File: src/rtl/bit_serializer.sv
// -----------------------------------------------------------------------------
// bit_serializer
//   Turns parallel words into a serial bit stream for the downstream sequence
//   detector. The block has a one-entry holding register so that a word offered
//   while another is being shifted out follows it with no idle cycle.
//
//   Optional feature (compile-time macro SERIALIZER_PARITY_EN):
//     when defined, every word is followed by one even-parity bit, making each
//     word WIDTH+1 serial cycles long. When undefined, the parity state and its
//     logic are not built and each word takes exactly WIDTH cycles.
//
// Parameters
//   WIDTH      bits per parallel word (2..32)
//   MSB_FIRST  1: MSB is sent first, 0: LSB is sent first
//
// Ports
//   clk         rising-edge clock
//   rst         asynchronous active-low reset
//   in_valid    in_data holds a word to be accepted
//   in_data     parallel word (WIDTH bits)
//   in_ready    a word can be accepted this cycle (holding register empty)
//   bit_out     serial bit (registered)
//   bit_valid   bit_out carries a payload or parity bit this cycle
//   busy        FSM not idle, or holding register full
//   word_count  number of completely serialized words, modulo 2^16
// -----------------------------------------------------------------------------
module bit_serializer #(
  parameter int WIDTH     = 8,
  parameter bit MSB_FIRST = 1'b1
) (
  input  logic             clk,
  input  logic             rst,
  input  logic             in_valid,
  input  logic [WIDTH-1:0] in_data,
  output logic             in_ready,
  output logic             bit_out,
  output logic             bit_valid,
  output logic             busy,
  output logic [15:0]      word_count
);

  localparam int              CNT_W    = (WIDTH > 1) ? $clog2(WIDTH) : 1;
  localparam logic [CNT_W-1:0] LAST_IDX = CNT_W'(WIDTH - 1);

`ifdef SERIALIZER_PARITY_EN
  typedef enum logic [1:0] {IDLE, SHIFT, PARITY} state_t;
`else
  typedef enum logic [1:0] {IDLE, SHIFT} state_t;
`endif

  state_t           state_q;
  logic [WIDTH-1:0] shreg_q;
  logic [WIDTH-1:0] hold_q;
  logic             hold_full_q;
  logic [CNT_W-1:0] cnt_q;
  logic [15:0]      word_count_q;
  logic             bit_out_q;
  logic             bit_valid_q;
`ifdef SERIALIZER_PARITY_EN
  logic             parity_q;
`endif

  logic             accept;
  logic             last_bit;
  logic             word_end;
  logic             load_en;
  logic             hold_wr;
  logic [WIDTH-1:0] load_word_d;
  logic [WIDTH-1:0] shreg_d;

  // Bit that goes on the wire first for a given shift-register content.
  function automatic logic first_bit(input logic [WIDTH-1:0] w);
    return MSB_FIRST ? w[WIDTH-1] : w[0];
  endfunction

  // Gating with rst keeps in_ready low while reset is held and lets it rise
  // as soon as reset is released.
  assign in_ready = rst & ~hold_full_q;
  assign accept   = in_valid & in_ready;
  assign last_bit = (state_q == SHIFT) && (cnt_q == LAST_IDX);

`ifdef SERIALIZER_PARITY_EN
  assign word_end = (state_q == PARITY);
`else
  assign word_end = last_bit;
`endif

  // The held word has priority; in_ready is low whenever it is present, so a
  // same-edge acceptance can only happen when the holding register is empty.
  assign load_word_d = hold_full_q ? hold_q : in_data;
  assign load_en     = ((state_q == IDLE) && accept) || (word_end && (hold_full_q || accept));
  // Words arriving mid-word are parked; at the word boundary they bypass the
  // holding register and go straight into the shifter.
  assign hold_wr     = accept && (state_q != IDLE) && !word_end;

  assign shreg_d = MSB_FIRST ? {shreg_q[WIDTH-2:0], 1'b0} : {1'b0, shreg_q[WIDTH-1:1]};

  always_ff @(posedge clk or negedge rst) begin
    if (!rst) begin
      state_q      <= IDLE;
      shreg_q      <= '0;
      hold_q       <= '0;
      hold_full_q  <= 1'b0;
      cnt_q        <= '0;
      word_count_q <= '0;
      bit_out_q    <= 1'b0;
      bit_valid_q  <= 1'b0;
`ifdef SERIALIZER_PARITY_EN
      parity_q     <= 1'b0;
`endif
    end else begin
      if (hold_wr) begin
        hold_q      <= in_data;
        hold_full_q <= 1'b1;
      end else if (word_end && hold_full_q) begin
        hold_full_q <= 1'b0;
      end

      if (word_end) begin
        word_count_q <= word_count_q + 16'd1;
      end

      if (load_en) begin
        state_q     <= SHIFT;
        shreg_q     <= load_word_d;
        cnt_q       <= '0;
        bit_out_q   <= first_bit(load_word_d);
        bit_valid_q <= 1'b1;
`ifdef SERIALIZER_PARITY_EN
        parity_q    <= ^load_word_d;
`endif
      end else if (word_end) begin
        state_q     <= IDLE;
        shreg_q     <= '0;
        cnt_q       <= '0;
        bit_out_q   <= 1'b0;
        bit_valid_q <= 1'b0;
      end else if (state_q == SHIFT) begin
`ifdef SERIALIZER_PARITY_EN
        if (last_bit) begin
          state_q   <= PARITY;
          bit_out_q <= parity_q;
        end else begin
          cnt_q     <= cnt_q + CNT_W'(1);
          shreg_q   <= shreg_d;
          bit_out_q <= first_bit(shreg_d);
        end
`else
        cnt_q     <= cnt_q + CNT_W'(1);
        shreg_q   <= shreg_d;
        bit_out_q <= first_bit(shreg_d);
`endif
      end
    end
  end

  assign bit_out    = bit_out_q;
  assign bit_valid  = bit_valid_q;
  assign busy       = (state_q != IDLE) | hold_full_q;
  assign word_count = word_count_q;

endmodule

File: config.mk
export PLATFORM = sky130hd
export DESIGN_NAME = bit_serializer
export DESIGN_NICKNAME = d
export VERILOG_FILES = /design/src/rtl/bit_serializer.sv
export SDC_FILE = /design/constraint.sdc
export NUM_CORES = 1
export LEC_CHECK = 0
export BUFFER_PORTS_ARGS = -buffer_cell sky130_fd_sc_hd__buf_2
export CAP_MARGIN = 40
export CORE_AREA = 3 3 97 53
export DETAILED_ROUTE_END_ITERATION = 16
export DIE_AREA = 0 0 100 56
export PLACE_DENSITY_LB_ADDON = 0.2
export RECOVER_POWER = 25
export REMOVE_ABC_BUFFERS = 1
export SETUP_SLACK_MARGIN = 0.2
export SLEW_MARGIN = 20
export SYNTH_ARGS = -nofsm -noshare
export SYNTH_HDL_FRONTEND = slang
export SYNTH_SLANG_ARGS = --single-unit
File: constraint.sdc
create_clock -name clk -period 1.9 [get_ports clk]
set_input_delay 0.285 -clock clk [delete_from_list [all_inputs] [get_ports clk]]
set_output_delay 0.285 -clock clk [all_outputs]
set_load 0.1 [all_outputs]
==> results by stage, run 1 <==
Clock network:
- The clock tree root buffer cell is sky130_fd_sc_hd__clkbuf_8.
- TritonCTS built the clock tree.
- TritonCTS created 5 clock buffers.
- The clock latency on the worst-skew pair is 0.29 ns.
- CTS saw 37 sinks.
- CTS built an H-tree with a depth of 2.
- The clock transition at the registers of the reported paths is 0.07 ns.
- The maximum clock insertion buffer count is 2.

Synthesis:
- The netlist area before placement is 1700 um2.
- The number of distinct library cells after synthesis is 30.
- After synthesis the netlist holds a flip-flop and latch count of 37.
- The most used flip-flop cell after synthesis is sky130_fd_sc_hd__dfrtp_1.
- The Yosys step of the flow raised 0 warnings.
- Of the synthesized area, sequential elements account for 54.5%.
- After synthesis, the share of flip-flops with an asynchronous set or reset is 100%.
- The synthesized netlist cell count is 134.
- The share of synthesized area in the top cell type comes to 54.5%.
- By area the synthesized netlist is led by sky130_fd_sc_hd__dfrtp_1, sky130_fd_sc_hd__mux2_4, sky130_fd_sc_hd__mux2i_1.
- Yosys mapped a number of flops with a built-in enable equal to 0.
- After synthesis, the mean cell area works out to 12.7 um2.
- The synthesized design spends more area on one cell type than any other, namely sky130_fd_sc_hd__dfrtp_1.

Placed design:
- The final weighted congestion in routability-driven placement is 0.707.
- The placement-stage cell area is 1980 um2.
- The cell count after placement is 224.
- The half-perimeter wire length after placement is 2300 um.
- During placement, the flow inserted port buffers numbering 30.

Detailed routing:
- The detail route stage leaves a number of antenna-violating nets equal to 0.
- After detailed routing, the number of remaining DRC violations is 0.
- The final routed wirelength across all metal layers is 3300 um.
- Dividing the detail-routed via count by the number of cells gives 5.05.
- Across all layers, the routed design uses 1192 vias.
- The number of iterations in the first detailed-routing pass is 4.
- The starting DRC count in detailed routing is 50.
- The detail-routed net length per standard cell is 14.0 um.

Cells and area:
- 0 antenna diodes ended up in the layout.
- After the last flow step, the layout net total stands at 192.
- The final instance area is 2130 um2.
- From synthesis to final layout, the design area changed by 25.1%.
- Of the cells placed in the final design, the portion with a size suffix greater than 1 is 37.4%.
- The finished layout holds 236 standard cells, fillers aside.

STA:
- The maximum clock frequency is 589 MHz.
- The number of pins exceeding their max-slew limit in the final report is 0.
- The number of failing setup endpoints in the final timing report is 0.
- The worst slew margin relative to its limit is 37.8%.
- In the final timing run, aggregate negative setup slack is 0 ns.
- The number of failing hold endpoints at the final stage was 0.
- Setup repair after global routing could not meet its margin everywhere.
- After layout, the minimum clock period comes to 1.70 ns.
- The worst clock skew on the final layout is 0.00699 ns.
- The worst path uses 89.4% of the clock period.
- The slew at the pin with the worst max-slew slack is 0.933 ns.

Floorplan:
- The height of the chip is 56 um.
- The floorplan step defined a die boundary enclosing 5600 um2.
- The number of primary I/O pins is 31.
- The die is 100 um wide.
- The area of the core region is 4320 um2.
- Once the floorplan was initialized, standard cells occupied 39.4% of the core.
- Row generation in the floorplan step produced 17 rows.

Critical path:
- Along the worst path, the maximum fanout reaches 8.
- STA puts the critical path data arrival time at 1.87 ns.
- The required time at the worst-slack endpoint is 2.07 ns.
- The classification of the worst setup path is reg -> reg.
- STA classifies the critical path endpoint as a flop.
- STA classifies the critical path startpoint as a flop.

Power:
- The relative contribution of the clock network to total power is 16.0%.
- The switching share of power is 42.5%.
- The sequential share of power is 37.8%.
- For this design the ratio of total power to cell area is 1550 nW/um2.
- The reported leakage power is 1.09 nW.
- The internal power is 1.90 mW.
- The combinational share of power is 46.2%.
- In this run the power spent charging and discharging nets is 1.40 mW.
- VDD sags by at most 504 uV.

GRT:
- Global routing used 13.5% of the available tracks.
- The initial antenna violation count is 0.
- The number of global-route vias before repair is 1239.
- The pin count of the biggest net entering global routing is 39.
- The total congestion overflow after global routing is 0.
- The first global-routing pass estimated 5980 um of wire.

Outcome:
- The flow ran to the end, and the final reports show no timing, DRC or antenna violations.

Min path:
- The classification of the worst-slack hold path is in -> reg.

Run:
- The tool flagged a number of max-cap violations equal to 0.
-- metrics by stage --
| stage | utilization, % | setup WS (ns) | power (mW) | hold WS (ns) |
|---|---|---|---|---|
| 6_report | 49.3 | 0.201 | 3.31 | 0.236 |
| 5_1_grt | 49.3 | 0.129 | 3.55 | 0.225 |
| 4_1_cts | 48.1 | 0.178 | 3.28 | 0.0973 |
| 3_5_place_dp | 45.8 | 0.155 | 2.72 | 0.411 |
| 3_3_place_gp | 45.8 | 0.191 | 2.68 | 0.414 |
| 2_1_floorplan | - | -1.18 | 2.34 | -0.0106 |
-- logic make-up after synthesis --
group	Yosys count	synth area share [%]
flops	37	54.5
simple gates	31	11.9
compound gates	22	8.17
mux	18	13.1
xor+xnor	15	7.73
buf+inv	8	2.43
fa+ha+maj	3	2.21
-- state kept, by name (all words and copies together), names as in the netlist --
register / flops
bit_out: 1
cnt_q: 3
hold_full_q: 1
hold_q: 8
shreg_q: 7
state_q: 1
word_count: 16
-- per-layer routing --
layer	track usage [%]	vias up	wire [um]	share of wire, %
li1	-	559	-	-
met1	16.7	603	1560	47
met2	22.0	22	1550	47
met3	3.88	8	136	4.1
met4	5.76	0	57	1.7
met5	0	-	0	0
-- cell usage in the layout (no fill, tap or decap), types with 3 or more instances in the layout --
| cell | Yosys | layout |
|---|---|---|
| sky130_fd_sc_hd__mux2i_1 | 8 | 8 |
| sky130_fd_sc_hd__buf_4 | 1 | 8 |
| sky130_fd_sc_hd__xor2_1 | 7 | 7 |
| sky130_fd_sc_hd__mux2_4 | 8 | 8 |
| sky130_fd_sc_hd__nor2_1 | 5 | 5 |
| sky130_fd_sc_hd__o21ai_0 | 9 | 9 |
| sky130_fd_sc_hd__nand3_1 | 6 | 6 |
| sky130_fd_sc_hd__nand2_1 | 8 | 8 |
| sky130_fd_sc_hd__buf_2 | 0 | 27 |
| sky130_fd_sc_hd__inv_1 | 3 | 3 |
| sky130_fd_sc_hd__dfrtp_1 | 37 | 37 |
| sky130_fd_sc_hd__clkbuf_8 | 0 | 5 |
| sky130_fd_sc_hd__a22oi_1 | 7 | 7 |
| sky130_fd_sc_hd__xnor2_1 | 8 | 8 |
-- worst max-delay path, stage by stage (launching register included) --
cell	delay (ns)
sky130_fd_sc_hd__dfrtp_1	0.39
sky130_fd_sc_hd__ha_2	0.20
sky130_fd_sc_hd__ha_4	0.15
sky130_fd_sc_hd__and2b_1	0.21
sky130_fd_sc_hd__and3_4	0.19
sky130_fd_sc_hd__buf_12	0.13
sky130_fd_sc_hd__mux2_4	0.30
-- power groups by stage --
stage	logic (mW)	registers, mW	clock network (mW)
5_1_grt	1.67	1.29	0.588
3_5_place_dp	1.47	1.25	0
4_1_cts	1.49	1.24	0.547
6_report	1.53	1.25	0.529
3_3_place_gp	1.44	1.24	0
2_1_floorplan	0.682	1.66	0
-- what timing repair did --
item	4_1_cts	5_1_grt
hold buffers	0	0
hold endpoints to repair	0	0
pin swaps	3	0
resized for setup	2	8
setup buffers	1	3
setup endpoints to repair	13	23
-- final timing paths --
kind,startpoint,endpoint,slack (ns),depth (start not counted)
max reg2reg,cnt_q[0]$_DFFE_PN0P_,hold_q[7]$_DFFE_PN0P_,0.20,6
max,cnt_q[0]$_DFFE_PN0P_,hold_q[7]$_DFFE_PN0P_,0.20,6
min reg2reg,word_count[15]$_DFFE_PN0P_,word_count[15]$_DFFE_PN0P_,0.47,1
min in group asynchronous,rst,word_count[11]$_DFFE_PN0P_,0.30,2
min,in_data[6],hold_q[6]$_DFFE_PN0P_,0.24,2
max in group asynchronous,rst,word_count[7]$_DFFE_PN0P_,1.02,2
-- Yosys cell counts (2+ instances only) --
cell and n:
sky130_fd_sc_hd__a21oi_1 2, sky130_fd_sc_hd__ha_1 3, sky130_fd_sc_hd__nand2_1 8, sky130_fd_sc_hd__a22o_1 2, sky130_fd_sc_hd__clkbuf_1 2, sky130_fd_sc_hd__inv_1 3
sky130_fd_sc_hd__mux2i_1 8, sky130_fd_sc_hd__dfrtp_1 37, sky130_fd_sc_hd__xor2_1 7, sky130_fd_sc_hd__mux2_2 2, sky130_fd_sc_hd__xnor2_1 8, sky130_fd_sc_hd__a22oi_1 7
sky130_fd_sc_hd__nor4_4 2, sky130_fd_sc_hd__nor2_1 5, sky130_fd_sc_hd__nand3_1 6, sky130_fd_sc_hd__and3_1 3, sky130_fd_sc_hd__o21ai_0 9, sky130_fd_sc_hd__mux2_4 8
-- layout make-up --
| type | count | area (um2) |
|---|---|---|
| Fill cell | 421 | 2190 |
| Sequential cell | 37 | 926 |
| Multi-Input combinational cell | 89 | 754 |
| Timing Repair Buffer | 42 | 282 |
| Clock buffer | 6 | 72.6 |
| Tap cell | 57 | 71.3 |
| Inverter | 3 | 11.3 |
| Clock inverter | 2 | 10.0 |
Note: power is estimated with default switching activity, not from simulation.
==> run 2, diff against run 1 <==
==> constraint.sdc (replaced) <==
create_clock -name clk -period 1.8 [get_ports clk]
set_input_delay 0.27 -clock clk [delete_from_list [all_inputs] [get_ports clk]]
set_output_delay 0.27 -clock clk [all_outputs]
set_load 0.1 [all_outputs]
==> run 2 against run 1 <==
- clock power is 9.1% higher
- core utilization grew 2.6 points
- non-clock buffer count is 5 higher
- sequential share of layout area fell by 2.2 points
- critical path depth did not move
- hold slack got worse by 0.017 ns
- flip-flop and latch count unchanged
- maximum frequency rose by 1.6%
- routed wire length increased by 3.7%
- final cell count rose by 2.1%
- total power rose by 11%
- worst setup slack got worse by 0.073 ns
- critical path type unchanged
- critical endpoint unchanged
- highest routed layer unchanged
==> results by stage, run 2 (synthesis results as in run 1) <==
Placed design:
- The final weighted congestion in routability-driven placement is 0.703.
- The quantity of I/O buffers inserted on ports is 30.
- The half-perimeter wire length after placement is 2270 um.
- In this run the cell area measured after placement is 1990 um2.

STA:
- After layout, the minimum clock period comes to 1.67 ns.
- Setup repair after global routing could not meet its margin everywhere.
- The ratio of final minimum period to clock period is 92.9%.
- The worst pin sits at a relative slew slack of 36.5%.
- The number of pins exceeding their max-slew limit in the final report is 0.
- Setup violations remaining at the end of the flow were counted as 0.
- For this run, the top clock speed supported by timing is 598 MHz.
- For the final routed database, the setup TNS stands at 0 ns.
- The worst clock skew on the final layout is 0.00504 ns.
- The slew at the pin with the worst max-slew slack is 0.952 ns.
- The number of failing hold endpoints at the final stage is 0.

Min path:
- The classification of the worst-slack hold path is in -> reg.
- The startpoint of the most critical hold path is in_data[6].
- The capture endpoint of the worst hold path is hold_q[6]$_DFFE_PN0P_.
- The worst hold path passes through 2 cells.

Clock network:
- The clock latency on the worst-skew pair is 0.29 ns.
- The H-tree was split into 2 levels.
- Counting the buffers created by CTS gives 5.
- CTS placed an instance of sky130_fd_sc_hd__clkbuf_8 at the clock tree root.
- The clock net in this run drives a total of 37 sinks.
- The maximum clock insertion buffer count is 2.
- TritonCTS built the clock tree.
- Clock-pin slew was measured on the worst setup and hold paths at 0.08 ns.

Floorplan:
- The floorplan step defined a die boundary enclosing 5600 um2.
- The overall die width is 100 um.
- Measured along the y axis, the die boundary spans 56 um.
- The initial utilization of the core area, before any placement, comes to 39.4%.
- After floorplanning, the core was divided into 17 placement rows.
- The floorplan step defined a core boundary enclosing 4320 um2.
- The number of primary I/O pins is 31.

Detailed routing:
- The final layout contains routed wiring with a total length of 3430 um.
- The pre-antenna-repair detailed-routing pass consisted of 4 iterations.
- Using the TritonRoute via totals, the vias-per-cell ratio works out to 4.91.
- The starting DRC count in detailed routing is 37.
- For this run, design rule violations remaining after detail routing come to 0.
- The detail-routed net length per standard cell is 14.2 um.
- The total via count after detailed routing is 1184.
- In this run the remaining antenna-violating nets after routing total 0.

Cells and area:
- The top cell types in the final layout, fill and taps aside, are sky130_fd_sc_hd__dfrtp_1, sky130_fd_sc_hd__buf_2, sky130_fd_sc_hd__buf_4.
- The library cell used most frequently in the layout, excluding fill and tap cells, is sky130_fd_sc_hd__dfrtp_1.
- Summing all flip-flop and latch instances after layout gives 927 um2.
- The multi-input combinational cells in the finished layout cover a total of 811 um2.
- The post-route netlist has 43.5% of its cells at a drive strength greater than 1.
- For this run, the post-layout net count is 197.
- The growth of design area from synthesis to finish is 31.8%.
- The filler cells instantiated in the layout total 390.
- After routing the design area is 2240 um2.
- The number of antenna cells inserted is 0.
- The register with the most flip-flops in the layout has 16 of them.

Power:
- In this run the power density over the cells is 1640 nW/um2.
- The maximum ir drop on the vdd rail is 636 uV.
- For this design the static power due to leakage is 1.12 nW.
- The overall power of the completed layout is 3.67 mW.

GRT:
- The total congestion overflow after global routing is 0.
- The initial antenna violation count is 0.
- The number of global-route vias before repair came to 1203.
- The pin count of the biggest net entering global routing is 39.
- The first-pass GRT wire length is 5770 um.
- In the global route stage, overall resource usage came out at 13.1%.

Critical path:
- Counting cells, the worst reg-to-reg path comes to 6.
- The most critical setup path has its startpoint at cnt_q[0]$_DFFE_PN0P_.
- Across all register-to-register paths, the minimum setup slack is 0.13 ns.
- STA puts the critical path data arrival time at 1.85 ns.
- The largest driver fanout on the critical path is 8.
- Together, buffers and inverters on the worst path number 1.
- The critical path's slowest cell is sky130_fd_sc_hd__dfrtp_1.
- The critical path's top delay family is flip-flops.
- The required time at the worst-slack endpoint is 1.98 ns.
- STA classifies the critical path endpoint as a flop.
- The worst register-to-register path begins at cnt_q[0]$_DFFE_PN0P_.
- The signal on the critical path passes through ha_4, ha_4, and2b_1, and3_4, buf_12, mux2_4.
- The classification of the worst setup path is reg -> reg.
- In this run the critical register-to-register path is captured at hold_q[7]$_DFFE_PN0P_.
- The library cell appearing most often on the critical path is sky130_fd_sc_hd__ha_4.
- In this design, the stage delay of the slowest critical-path cell is 0.41 ns.
- The worst setup path is launched from a flop.

Outcome:
- The run finished with clean final reports.

Run:
- The reported max-cap violation count is 0.
[run 2: changes by cell type in the layout (fill, tap and decap cells not counted), sizes merged]
cell,delta
buf,+4
clkinvlp,+1
[run 2: area by class of cell]
class	instances	area share [%]
sequential	37	41.4
tap	57	3.18
timing repair buffer	47	14.9
clock buffer	5	3.07
clock inverter	3	0.782
inverter	3	0.503
multi-input combinational	89	36.2
[run 2: what timing repair did]
item,CTS,global route
pin swaps,5,11
hold buffers,0,0
setup buffers,4,5
gates resized for setup,7,22
setup endpoints to repair,21,29
[run 2: worst max-delay path by stage]
stage          slack [ns]  depth (start not counted)                         end
2_1_floorplan       -1.28                          3       hold_q[0]$_DFFE_PN0P_
3_3_place_gp         0.09                          6       hold_q[4]$_DFFE_PN0P_
3_5_place_dp         0.06                          6       hold_q[7]$_DFFE_PN0P_
4_1_cts              0.13                          6       hold_q[7]$_DFFE_PN0P_
5_1_grt           0.00008                          7  word_count[15]$_DFFE_PN0P_
6_report             0.13                          6       hold_q[7]$_DFFE_PN0P_
[run 2: per-stage QoR]
stage	setup WS, ns	hold WS, ns	cells	util [%]
final	0.128	0.218	241	51.9
after floorplan	-1.28	-0.0256	129	-
after global routing	0.0000784	0.204	241	51.9
after global placement	0.0926	0.399	224	46.2
after detailed placement	0.0605	0.403	224	46.2
after CTS	0.131	0.0916	236	49.7
[run 2: power breakdown]
part | switching (mW) | internal, mW
sequential | 0.232 | 1.10
combinational | 1.02 | 0.730
clock | 0.309 | 0.267
total | 1.57 | 2.10
[run 2: layer usage]
metal	share of wire [%]	wire (um)	GRT usage, %	vias up
met2	48	1660	20.6	19
met5	0	0	0	-
met4	1.2	41	5.18	0
met3	2.9	99	3.75	5
li1	-	-	-	568
met1	47	1630	17.1	592
